[src/rtl/stream_fifo.sv]
// stream_fifo: single-clock FIFO with valid/ready handshakes on both ports.
// The depth can be any integer of 2 or more, and the pointers wrap explicitly.
// The read port is first-word-fall-through: the head entry is always visible
// on data_out while r_valid is high.
// All flags are decoded from the occupancy register alone.
// overflow and underflow are sticky error bits, cleared only by reset or flush.
module stream_fifo #(
   parameter int WIDTH     = 32,
   parameter int DEPTH     = 3,
   parameter int AFULL_TH  = DEPTH - 1,
   parameter int AEMPTY_TH = 1,
   localparam int LW       = $clog2(DEPTH + 1)
) (
   input  logic             clk,
   input  logic             reset,
   input  logic             flush,
   input  logic             w_valid,
   output logic             w_ready,
   input  logic [WIDTH-1:0] data_in,
   output logic             r_valid,
   input  logic             r_ready,
   output logic [WIDTH-1:0] data_out,
   output logic             fifo_full,
   output logic             fifo_empty,
   output logic             almost_full,
   output logic             almost_empty,
   output logic [LW-1:0]    level,
   output logic             overflow,
   output logic             underflow
);

   localparam int            PW       = (DEPTH > 1) ? $clog2(DEPTH) : 1;
   localparam logic [PW-1:0] LAST_IDX = PW'(DEPTH - 1);
   localparam logic [LW-1:0] FULL_LVL = LW'(DEPTH);

   logic [WIDTH-1:0] mem_q [DEPTH];
   logic [PW-1:0]    wp_q, wp_d;
   logic [PW-1:0]    rp_q, rp_d;
   logic [LW-1:0]    level_q, level_d;
   logic             ovf_q, ovf_d;
   logic             udf_q, udf_d;
   logic             push, pop;

   assign fifo_full    = (level_q == FULL_LVL);
   assign fifo_empty   = (level_q == '0);
   assign almost_full  = (level_q >= LW'(AFULL_TH));
   assign almost_empty = (level_q <= LW'(AEMPTY_TH));
   assign w_ready      = !fifo_full;
   assign r_valid      = !fifo_empty;
   assign level        = level_q;
   assign overflow     = ovf_q;
   assign underflow    = udf_q;
   assign data_out     = mem_q[rp_q];

   // A push or pop happens only when both sides of that port's handshake agree.
   assign push = w_valid & w_ready;
   assign pop  = r_valid & r_ready;

   // Next-state logic: advance the pointers, track occupancy, and latch errors. Flush overrides all of it.
   always_comb begin
      // NOTE: every output of this block gets a default before any branch, so no latch can be inferred.
      wp_d    = wp_q;
      rp_d    = rp_q;
      level_d = level_q;
      ovf_d   = ovf_q;
      udf_d   = udf_q;

      if (push) wp_d = (wp_q == LAST_IDX) ? '0 : wp_q + PW'(1);
      if (pop)  rp_d = (rp_q == LAST_IDX) ? '0 : rp_q + PW'(1);

      case ({push, pop})
         2'b10:   level_d = level_q + LW'(1);
         2'b01:   level_d = level_q - LW'(1);
         default: level_d = level_q;
      endcase

      if (w_valid && fifo_full)  ovf_d = 1'b1;
      if (r_ready && fifo_empty) udf_d = 1'b1;

      if (flush) begin
         wp_d    = '0;
         rp_d    = '0;
         level_d = '0;
         ovf_d   = 1'b0;
         udf_d   = 1'b0;
      end
   end

   // Control state register. The synchronous active-low reset takes priority over flush.
   always_ff @(posedge clk) begin
      // NOTE: state registers take non-blocking assignments, so every register samples pre-edge values.
      if (!reset) begin
         wp_q    <= '0;
         rp_q    <= '0;
         level_q <= '0;
         ovf_q   <= 1'b0;
         udf_q   <= 1'b0;
      end else begin
         wp_q    <= wp_d;
         rp_q    <= rp_d;
         level_q <= level_d;
         ovf_q   <= ovf_d;
         udf_q   <= udf_d;
      end
   end

   // Storage write. A push is discarded in any cycle where reset or flush is active.
   always_ff @(posedge clk) begin
      // NOTE: the storage array is deliberately not reset; occupancy alone decides which entries are valid.
      if (reset && !flush && push) mem_q[wp_q] <= data_in;
   end

endmodule

[config.mk]
export PLATFORM = sky130hd
export DESIGN_NAME = stream_fifo
export DESIGN_NICKNAME = d
export VERILOG_FILES = /design/src/rtl/stream_fifo.sv
export SDC_FILE = /design/constraint.sdc
export NUM_CORES = 1
export LEC_CHECK = 0
export ABC_CLOCK_PERIOD_IN_PS = 3200
export CORE_ASPECT_RATIO = 1.2
export CORE_MARGIN = 2
export CORE_UTILIZATION = 30
export DETAILED_ROUTE_END_ITERATION = 8
export DONT_BUFFER_PORTS = 1
export HOLD_SLACK_MARGIN = 0.1
export PLACE_DENSITY_LB_ADDON = 0.25
export SYNTH_ARGS = -nofsm -noshare
export SYNTH_HDL_FRONTEND = slang
export SYNTH_SLANG_ARGS = --single-unit
export TNS_END_PERCENT = 100
[constraint.sdc]
create_clock -name clk -period 3.2 [get_ports clk]
set_input_delay 0.32 -clock clk [delete_from_list [all_inputs] [get_ports clk]]
set_output_delay 0.32 -clock clk [all_outputs]
set_load 0.02 [all_outputs]
-- Word level (Yosys, flattened, before mapping)
Memory sizes are Yosys's and may differ from the RTL's. A register that Yosys moved wholly into a read port is not among the register bits.
Index checks and enable logic that the tools add are counted.
- $add $sub $neg: 4
- magnitude comparators: 2
- equal/unequal tests: 5
- muxes and demuxes: 7
- bitwise gates (word level): 3
- reductions and logical operators: 10
- operators with widths (operator ; number):
    equality test 2 bit, second input constant ; 4
    2-to-1 mux 2 bit ; 4
    adder 2 x 1 -> 2 bit, second input constant ; 3
    logical AND 1 bit ; 4
    case mux 2 bit (2 select lines) ; 1
    logical NOT 1 bit ; 3
    AND 1 bit ; 2
    equality test 2 x 1 -> 1 bit, second input constant ; 1
    >= comparator 2 bit, second input constant ; 1
    less-or-equal comparator 2 x 1 -> 1 bit, second input constant ; 1
    logical NOT 2 bit ; 1
    2-to-1 mux 1 bit ; 2
    nonzero test 2 bit ; 1
    OR reduction 2 bit ; 1
    subtractor 2 x 1 -> 2 bit, second input constant ; 1
    NOT 1 bit ; 1
- flip-flop bits (word level): 8
- RAM bits: 96
- bits of input ports: 37
- output and inout bits: 42
- word-level logic and storage cells: 37
- memories: 1
- memory list (name ; words ; width ; read ports ; clocked after memory_dff ; wr ports ; line ; text):
    mem_q ; 3 ; 32 ; 1 ; 1 ; 1 ; 36 ; logic [WIDTH-1:0] mem_q [DEPTH];

-- Longest topological paths before layout
Gate-level depths: netlist of the first run.
- depth in word-level cells: 6
- gate-level depth with buffers: 7
- mapped depth without buffers: 7

-- Worst setup path after synthesis of the first run
No wires, ideal clock.
- kind: register to register
- start point: reg level_q[0], in the netlist level[0]
- end point: mem mem_q[0][0] (enable)
- arrival time: 2902 ps
- data required time: 2759 ps
- setup slack: -143 ps
- cell stages (with the launch flop): 5
- path buffers: 1
- path through: dfxtp_1 -> ha_1 -> nand2b_1 -> buf_6 -> nor4_2
- cells in the longest elaborated chain, start to end: 6
- ends and longest elaborated chain (item ; line ; text):
    start: declaration ; 39 ; logic [LW-1:0] level_q, level_d;
    start signal: assignment ; 101 ; level_q <= level_d;
    equality test 2 bit ; 44 ; assign fifo_full = (level_q == FULL_LVL);
    named net fifo_full ; 23 ; output logic fifo_full,
    logical NOT 1 bit ; 48 ; assign w_ready = !fifo_full;
    AND 1 bit ; 56 ; assign push = w_valid & w_ready;
    logical AND 1 bit ; 110 ; if (reset && !flush && push) mem_q[wp_q] <= data_in;
    2-to-1 mux 1 bit ; 110 ;
    2-to-1 mux 1 bit (implied by the code) ; 110 ;
    end: declaration ; 36 ;
The timed path passes the listed nets, and every way through them passes these cells.

==> results of run 1 <==
synthesized netlist by cell type, drive strengths merged:
master  instances  share of area (%)
a211oi          1               0.18
a21oi           3               0.37
and4bb          1               0.30
buf            11                3.0
clkbuf          2               0.18
dfxtp          10                4.9
edfxtp         96                 70
ha              5                1.5
inv             5               0.46
mux2i          35                8.5
nand2          32                2.9
nand2b          3               0.64
nor2           10               0.91
nor2b           2               0.37
nor4            2               0.61
nor4b           1               0.58
o21ai          32                3.9
or2             1               0.15
xor2            2               0.43
power by group:
part	internal, uW	switching [uW]
Sequential	1530	16.3
Combinational	58.9	92.7
Clock	551	509
Total	2140	618
logic make-up (layout without fill, tap and decap cells):
family	after synthesis	after routing
buffers and inverters	18	58
AND/OR/NAND/NOR	52	52
AO/OA/AOI/OAI	36	36
multiplexers	35	35
flip-flops	106	106
adder cells (fa/ha/maj)	5	5
XOR/XNOR	2	2
worst reg2reg max path: stages, from the launching register on:
cell and delay, ns:
dfxtp_1 0.42, ha_1 0.38, nand2b_1 0.37, nor4b_4 0.31, buf_4 0.44
per-stage QoR:
| stage | cells | power [uW] | utilization, % | setup TNS [ns] |
|---|---|---|---|---|
| 2_1_floorplan | 254 | 1670 | - | -9.16 |
| 3_3_place_gp | 414 | 1690 | 32.0 | 0 |
| 3_5_place_dp | 414 | 1690 | 32.0 | 0 |
| 4_1_cts | 462 | 2800 | 36.6 | 0 |
| 5_1_grt | 462 | 2870 | 36.6 | 0 |
| 6_report | 462 | 2760 | 36.6 | 0 |
area by class of cell:
| class | count | area [um2] |
|---|---|---|
| clock inverters | 7 | 66.3 |
| clock buffers | 9 | 225 |
| repair buffers | 37 | 358 |
| inverters | 5 | 18.8 |
| flip-flops and latches | 106 | 3090 |
| fillers | 1261 | 8430 |
| well taps | 168 | 210 |
| multi-input cells | 130 | 897 |
registers in the layout, summed over array words and instances (netlist names), named ones only:
register / cells
level: 2
rp_q: 2
overflow: 1
wp_q: 2
mem_q: 96
underflow: 1
final timing paths:
check	slack (ns)	from	to	depth (start not counted)
setup / recovery	0.84	register	data_out[0]	1
hold / removal	0.13	r_ready	underflow	2
setup reg to reg	0.90	level[0]	mem_q[2][15]	4
hold reg to reg	0.56	rp_q[1]	register	2
per-layer routing:
| metal | vias to the layer above | GRT usage, % | share of wire (%) |
|---|---|---|---|
| li1 | 1005 | - | - |
| met4 | 0 | 4.79 | 1.9 |
| met5 | - | 0 | 0 |
| met2 | 40 | 17.9 | 53 |
| met1 | 1003 | 11.0 | 40 |
| met3 | 10 | 3.54 | 5.1 |
==> flow_summary.toml, run 1 <==
[run]
cap_violations = 0

[cells_and_area]
final_common_cell = "edfxtp_1"
diodes = 0
stdcell_area_mm2 = 0.00486
nets = 331
drive_above_1_share_pct = 9.86
synthToLayoutAreaGrowth_pct = 18.3
layout_common_cells = "96 x edfxtp_1, 35 x mux2i_1, 32 x nand2_1, 32 x dlygate4sd3_1, 30 x o21ai_1"

[route]
drtIter0Drc = 120
viasPerCell = 4.45
drt_wl_total_mm = 7.34
avgRoutedWirePerCell_um = 15.9
drt_pre_antenna_iters = 4
ant_nets = 0
drc = 0
vias = 2058

[logic_synthesis]
syn_area_mm2 = 0.00411
ys_ff_latch = 106
synth_compound_area_share_pct = 4.44
synthMuxAreaShare_pct = 8.52
syn_avg_cell_area_um2 = 16.2
seq_area_frac_synth_pct = 75.0
synth.distinct_cells = 25
synth_xor_area_share_pct = 0.426
synth_top_family_by_area = "multiplexers"
syn_inst = 254
yosysWarnings = 0
synthAdderAreaFrac_pct = 1.52
synth_nets = 296
yosys.area_share.simple_pct = 6.48

[floorplanning]
coreArea_mm2 = 0.0133
die_y_um = 132
fp-row-count = 46
pin_count = 79
initial_core_util_pct = 30.9
die_area_mm2 = 0.0147
die_w_um = 111

[cts]
cts_resized = 0
cts_made_buffers = 9
clkSlewWorstSetupHoldPaths_ns = 0.07
h-tree-depth = 3
clk_latency_ns = 0.34
root_buffer = "clkbuf_16"
holdBufCountCts = 32
cts_tree = "built"
post_cts_buffers = 0
cts_buffer_depth = 2
cts.sinks = 106

[placement]
hpwl_mm = 4.55
io_buffers = 0
place_area_mm2 = 0.00425
dp_slack_ns = 0.841
gp_congestion = 0.683

[timing]
layout_setup_ws_ns = 0.845
relSlewSlack_pct = 22.8
tightestPinTransition_ns = 1.16
setup_viol = 0
drv_slew = 0
final_hold_viol_count = 0
period_share_pct = 73.6
holdWs_ns = 0.130
rsz0062_at_grt = "no"
timing.fmax_mhz = 425
finClkSkew_ns = 0.00419
fin_crit_ns = 2.36

[global_routing]
grt_pass1_wl_mm = 11.2
grt_max_degree = 65
grt_usage_pct = 10.2
grt.overflow.total = 0
grt_pass1_vias = 2098
antenna_found_initial = 0

[pwr]
power_density_mw_per_mm2 = 567
p_leak_uw = 0.00151
ir_drop_v = 0.000230

[worst_hold_path]
worstHoldPathType = "primary input to register"

[critical_path]
worstSetupStartpointType = "register"
path_delay_family = "flip-flops"
crit_path_max_fanout = 64
arrival_ns = 2.04
cp.required_ns = 2.88
path_buf_inv = 0
cp_cell_sequence = "o21ai_0"
crit_type = "register to output pin"
endpoint_kind = "output pin"
slowest_delay_ns = 1.08
slowest_stage = "dfxtp_2"

[run_status]
status = "finished clean"
Power figures use the tool's default switching activity.
==> run 2: changes to the inputs <==
ABC_AREA = 1   (was unset)
ABC_CLOCK_PERIOD_IN_PS = 2400   (was 3200)
clock period = 2.4 ns   (was 3.2 ns; I/O delays follow)
==> flow_summary.toml, run 2 <==
[run_status]
status = "finished clean"

[cts]
cts_resized = 0
h-tree-depth = 3
cts_tree = "built"
root_buffer = "clkbuf_16"
cts_made_buffers = 9
clk_latency_ns = 0.34
holdBufCountCts = 35
cts.sinks = 106
post_cts_buffers = 0
cts_buffer_depth = 2
clkSlewWorstSetupHoldPaths_ns = 0.07

[worst_hold_path]
hold_start = "w_valid"
worstHoldPathType = "primary input to register"

[logic_synthesis]
syn_avg_cell_area_um2 = 13.1
synth_most_common_cell = "edfxtp_1"
yosysWarnings = 0
ys.flop_type = "edfxtp_1"
synth_common_cells = "96 x edfxtp_1, 67 x a21oi_1, 48 x nand2_1"
syn_inst = 312
ys_ff_latch = 106
syn_area_mm2 = 0.00408
synth-edff-count = 96
synthArstFlopShare_pct = 0
netlist.top_cell.by_area = "edfxtp_1"
synth.distinct_cells = 14
netlist.area_leader.share_pct = 70.7
seq_area_frac_synth_pct = 75.6
synth_nets = 354
synthTopCellsByArea = "edfxtp_1 71%, a21oi_1 8.2%, dfxtp_1 4.9%"

[timing]
layout_setup_ws_ns = 0.333
final_hold_viol_count = 0
timing.setup.tns_ns = 0
relSlewSlack_pct = 60.8
rsz0062_at_grt = "no"
tightestPinTransition_ns = 0.590
setup_viol = 0
fin_crit_ns = 2.07
drv_slew = 0
finClkSkew_ns = 0.00591
holdWs_ns = 0.134
timing.fmax_mhz = 484
period_share_pct = 86.1

[route]
drt_wl_total_mm = 8.46
viasPerCell = 4.55
vias = 2396
avgRoutedWirePerCell_um = 16.1
drc = 0
ant_nets = 0
drtIter0Drc = 110
drt_pre_antenna_iters = 4

[critical_path]
critPathLaunch = "level[0]"
worstSetupStartpointType = "register"
rrSetupSlack_ns = 0.33
endpoint_kind = "register"
crit_path_max_fanout = 5
rr_startpoint = "level[0]"
cp.required_ns = 2.68
arrival_ns = 2.35
crit_type = "register to register"

[cells_and_area]
drive_above_1_share_pct = 9.19
utilization_pct = 37.0
final_common_cell = "edfxtp_1"
layout_common_cells = "96 x edfxtp_1, 67 x a21oi_1, 48 x nand2_1"
diodes = 0
synthToLayoutAreaGrowth_pct = 20.0
nets = 396
largest_reg_flops = 96
top_register = "mem_q"

[floorplanning]
coreArea_mm2 = 0.0132
initial_core_util_pct = 30.8
die_area_mm2 = 0.0145
pin_count = 79
die_w_um = 110
die_y_um = 132
fp-row-count = 46

[pwr]
ir_drop_v = 0.000383
swShare_pct = 23.0
p_leak_uw = 0.00176
combPwrFrac_pct = 6.7
p_clk_share_pct = 37.6
power_frac_seq_pct = 55.8
power_density_mw_per_mm2 = 755
internal-power_uw = 2840
p_sw_uw = 849

[global_routing]
grt_max_degree = 33
grt_pass1_wl_mm = 12.9
antenna_found_initial = 0
grt_pass1_vias = 2329
grt.overflow.total = 0
grt_usage_pct = 11.6

[placement]
io_buffers = 0
gp_congestion = 0.693
dp_slack_ns = 0.358
hpwl_mm = 5.11

[run]
cap_violations = 0
## run 2: final timing paths
check,endpoint,cells after the start
worst min register to register,wp_q[0],2
worst min-delay path,wp_q[1],3
worst max-delay path,level[1],11
worst max register to register,level[1],11
## run 2: final cells by class
class	count	area, um2
multi-input cells	173	796
inverters	19	78.8
clock buffers	9	225
repair buffers	45	438
clock inverters	7	58.8
well taps	168	210
fillers	1324	8350
flip-flops and latches	106	3090
## run 2: stage by stage
step / instance area, um2 / total power [uW] / cells
final: 4890 / 3690 / 527
after global routing: 4890 / 3840 / 527
after CTS: 4890 / 3760 / 527
after detailed placement: 4260 / 2290 / 476
after global placement: 4260 / 2290 / 476
after floorplan: 4090 / 2260 / 312
## run 2: layer usage
layer | vias up | routed length (um) | share of wire, % | GRT usage [%]
met1 | 1170 | 3580 | 42 | 13.7
met2 | 50 | 4330 | 51 | 19.7
met4 | 0 | 116 | 1.4 | 4.38
met5 | - | 0 | 0 | 0
li1 | 1171 | - | - | -
met3 | 5 | 432 | 5.1 | 3.87
## run 2: cells by family (layout without fill, tap and decap cells)
kind of cell,Yosys count,after routing,share of synthesized area [%]
DFF,106,106,75.6
and+or+nand+nor,101,101,9.57
AOI/OAI and AO/OA,67,67,8.22
buffers and inverters,33,80,5.06
adders and majority gates,5,5,1.53
## run 2: power by group through the flow
stage / clock (uW) / combinational, uW / sequential [uW]
floorplan: 0 / 163 / 2090
global placement: 0 / 188 / 2100
detailed placement: 0 / 189 / 2100
CTS: 1450 / 251 / 2060
global route: 1510 / 271 / 2060
finish: 1390 / 246 / 2060
## run 2: worst max-delay path, stage by stage (launching register included)
cell and delay [ns]:
dfxtp_1 0.52, inv_1 0.14, ha_1 0.33, inv_1 0.21, nand2_1 0.16, inv_1 0.08
ha_1 0.23, inv_1 0.10, nor2_1 0.04, nor2_1 0.09, nand2_1 0.06, inv_1 0.05
==> run 3: changes to the inputs <==
CORE_ASPECT_RATIO = 0.9   (was 1.2)
==> flow_summary.toml, run 3 (same netlist as run 2, synthesis figures left out) <==
[critical_path]
cp.required_ns = 2.43
slowest_delay_ns = 0.41
cp_cell_sequence = "ha_1 > inv_1 > nand2_2 > nor2_1 > inv_1 > nor2_4 > buf_4"
path_common_cell = "inv_1"
arrival_ns = 2.13
endpoint_kind = "register"
crit_path_max_fanout = 14
crit_type = "register to register"
worstSetupStartpointType = "register"
slowest_stage = "dfxtp_1"

[timing]
setup_viol = 0
timing.setup.tns_ns = 0
fin_crit_ns = 2.10
tightestPinTransition_ns = 0.596
relSlewSlack_pct = 60.4
period_share_pct = 87.4
final_hold_viol_count = 0
drv_slew = 0
rsz0062_at_grt = "no"
finClkSkew_ns = 0.00568
holdWs_ns = 0.119
timing.fmax_mhz = 477

[cells_and_area]
diodes = 0
top_register = "mem_q"
drive_above_1_share_pct = 10.0
synthToLayoutAreaGrowth_pct = 21.4
utilization_pct = 37.2
layout_common_cells = "96 x edfxtp_1, 67 x a21oi_1, 48 x nand2_1"
final_common_cell = "edfxtp_1"
nets = 396
num-fill-cells = 1298
largest_reg_flops = 96
fin_cells = 527

[route]
viasPerCell = 4.48
drt_wl_total_mm = 8.45
drc = 0
drt_pre_antenna_iters = 4
vias = 2363
ant_nets = 0
drtIter0Drc = 105
avgRoutedWirePerCell_um = 16.0

[floorplanning]
coreArea_mm2 = 0.0133
die_y_um = 115
initial_core_util_pct = 30.6
fp-row-count = 40
die_w_um = 127
pin_count = 79
die_area_mm2 = 0.0145

[global_routing]
top_usage_layer = "met2"
grt_util_met3_pct = 4.44
met2_usage_pct = 20.1
antenna_found_initial = 0
grt_pass1_wl_mm = 12.9
grt_usage_pct = 11.9
grt_max_degree = 33
grtUsageMet1_pct = 14.4
grt_pass1_vias = 2349
grt.overflow.total = 0

[worst_hold_path]
worstHoldPathType = "primary input to register"

[cts]
post_cts_buffers = 0
cts.sinks = 106
h-tree-depth = 3
cts_made_buffers = 9
root_buffer = "clkbuf_16"
clk_latency_ns = 0.34
cts_tree = "built"
cts_resized = 0
cts_buffer_depth = 2
clkSlewWorstSetupHoldPaths_ns = 0.07

[placement]
gp_congestion = 0.746
hpwl_mm = 5.36
dp.cells = 477
io_buffers = 0

[pwr]
p_leak_uw = 0.00179
power_density_mw_per_mm2 = 779
ir_drop_v = 0.000384

[run_status]
status = "finished clean"

[run]
cap_violations = 0
[run 3: area by class of cell]
cell class / instances / area [um2] / share of cell area (%)
multi-input cells: 173 / 796 / 16.1
repair buffers: 45 / 460 / 9.30
inverters: 19 / 78.8 / 1.59
clock buffers: 9 / 225 / 4.55
clock inverters: 7 / 93.8 / 1.90
flip-flops and latches: 106 / 3090 / 62.3
well taps: 168 / 210 / 4.25
[run 3: worst max-delay path: cells and delay by family, from the launching register on]
kind	cells	cell delay, ns
buffers and inverters	3	0.58
DFF	1	0.41
adders and majority gates	1	0.36
and+or+nand+nor	3	0.42
[run 3: final timing paths]
kind / start / endpoint / slack [ns] / cells after the start
worst max-delay path: level[0] / mem_q[2][4] / 0.30 / 7
worst min-delay path: flush / register / 0.12 / 3
worst max register to register: level[0] / mem_q[2][4] / 0.30 / 7
worst min register to register: wp_q[0] / wp_q[0] / 0.49 / 2
[run 3: through the flow]
step	setup WS, ns	total power, uW	instance area, um2
after global placement	0.311	2300	4290
after global routing	0.110	4000	4950
after detailed placement	0.272	2300	4290
after CTS	0.257	3910	4950
after floorplan	0.115	2260	4090
final	0.303	3850	4950
[run 3: where the power goes]
group / internal (uW) / total, uW / switching [uW]
registers: 2040 / 2060 / 20.3
logic: 86.7 / 252 / 165
clock network: 912 / 1540 / 630
[run 3: repair_timing]
action,4_1_cts,5_1_grt
endpoints found under the setup margin,0,0
hold buffers,34,0
endpoints found under the hold margin,98,0
[run 3: metal layers]
layer  share of wire [%]  routed length (um)  vias to the layer above
met2                  48                4080                       61
met1                  43                3670                     1124
li1                    -                   -                     1168
met5                   0                   0                        -
met4                 1.0                  85                        0
met3                 7.2                 610                       10
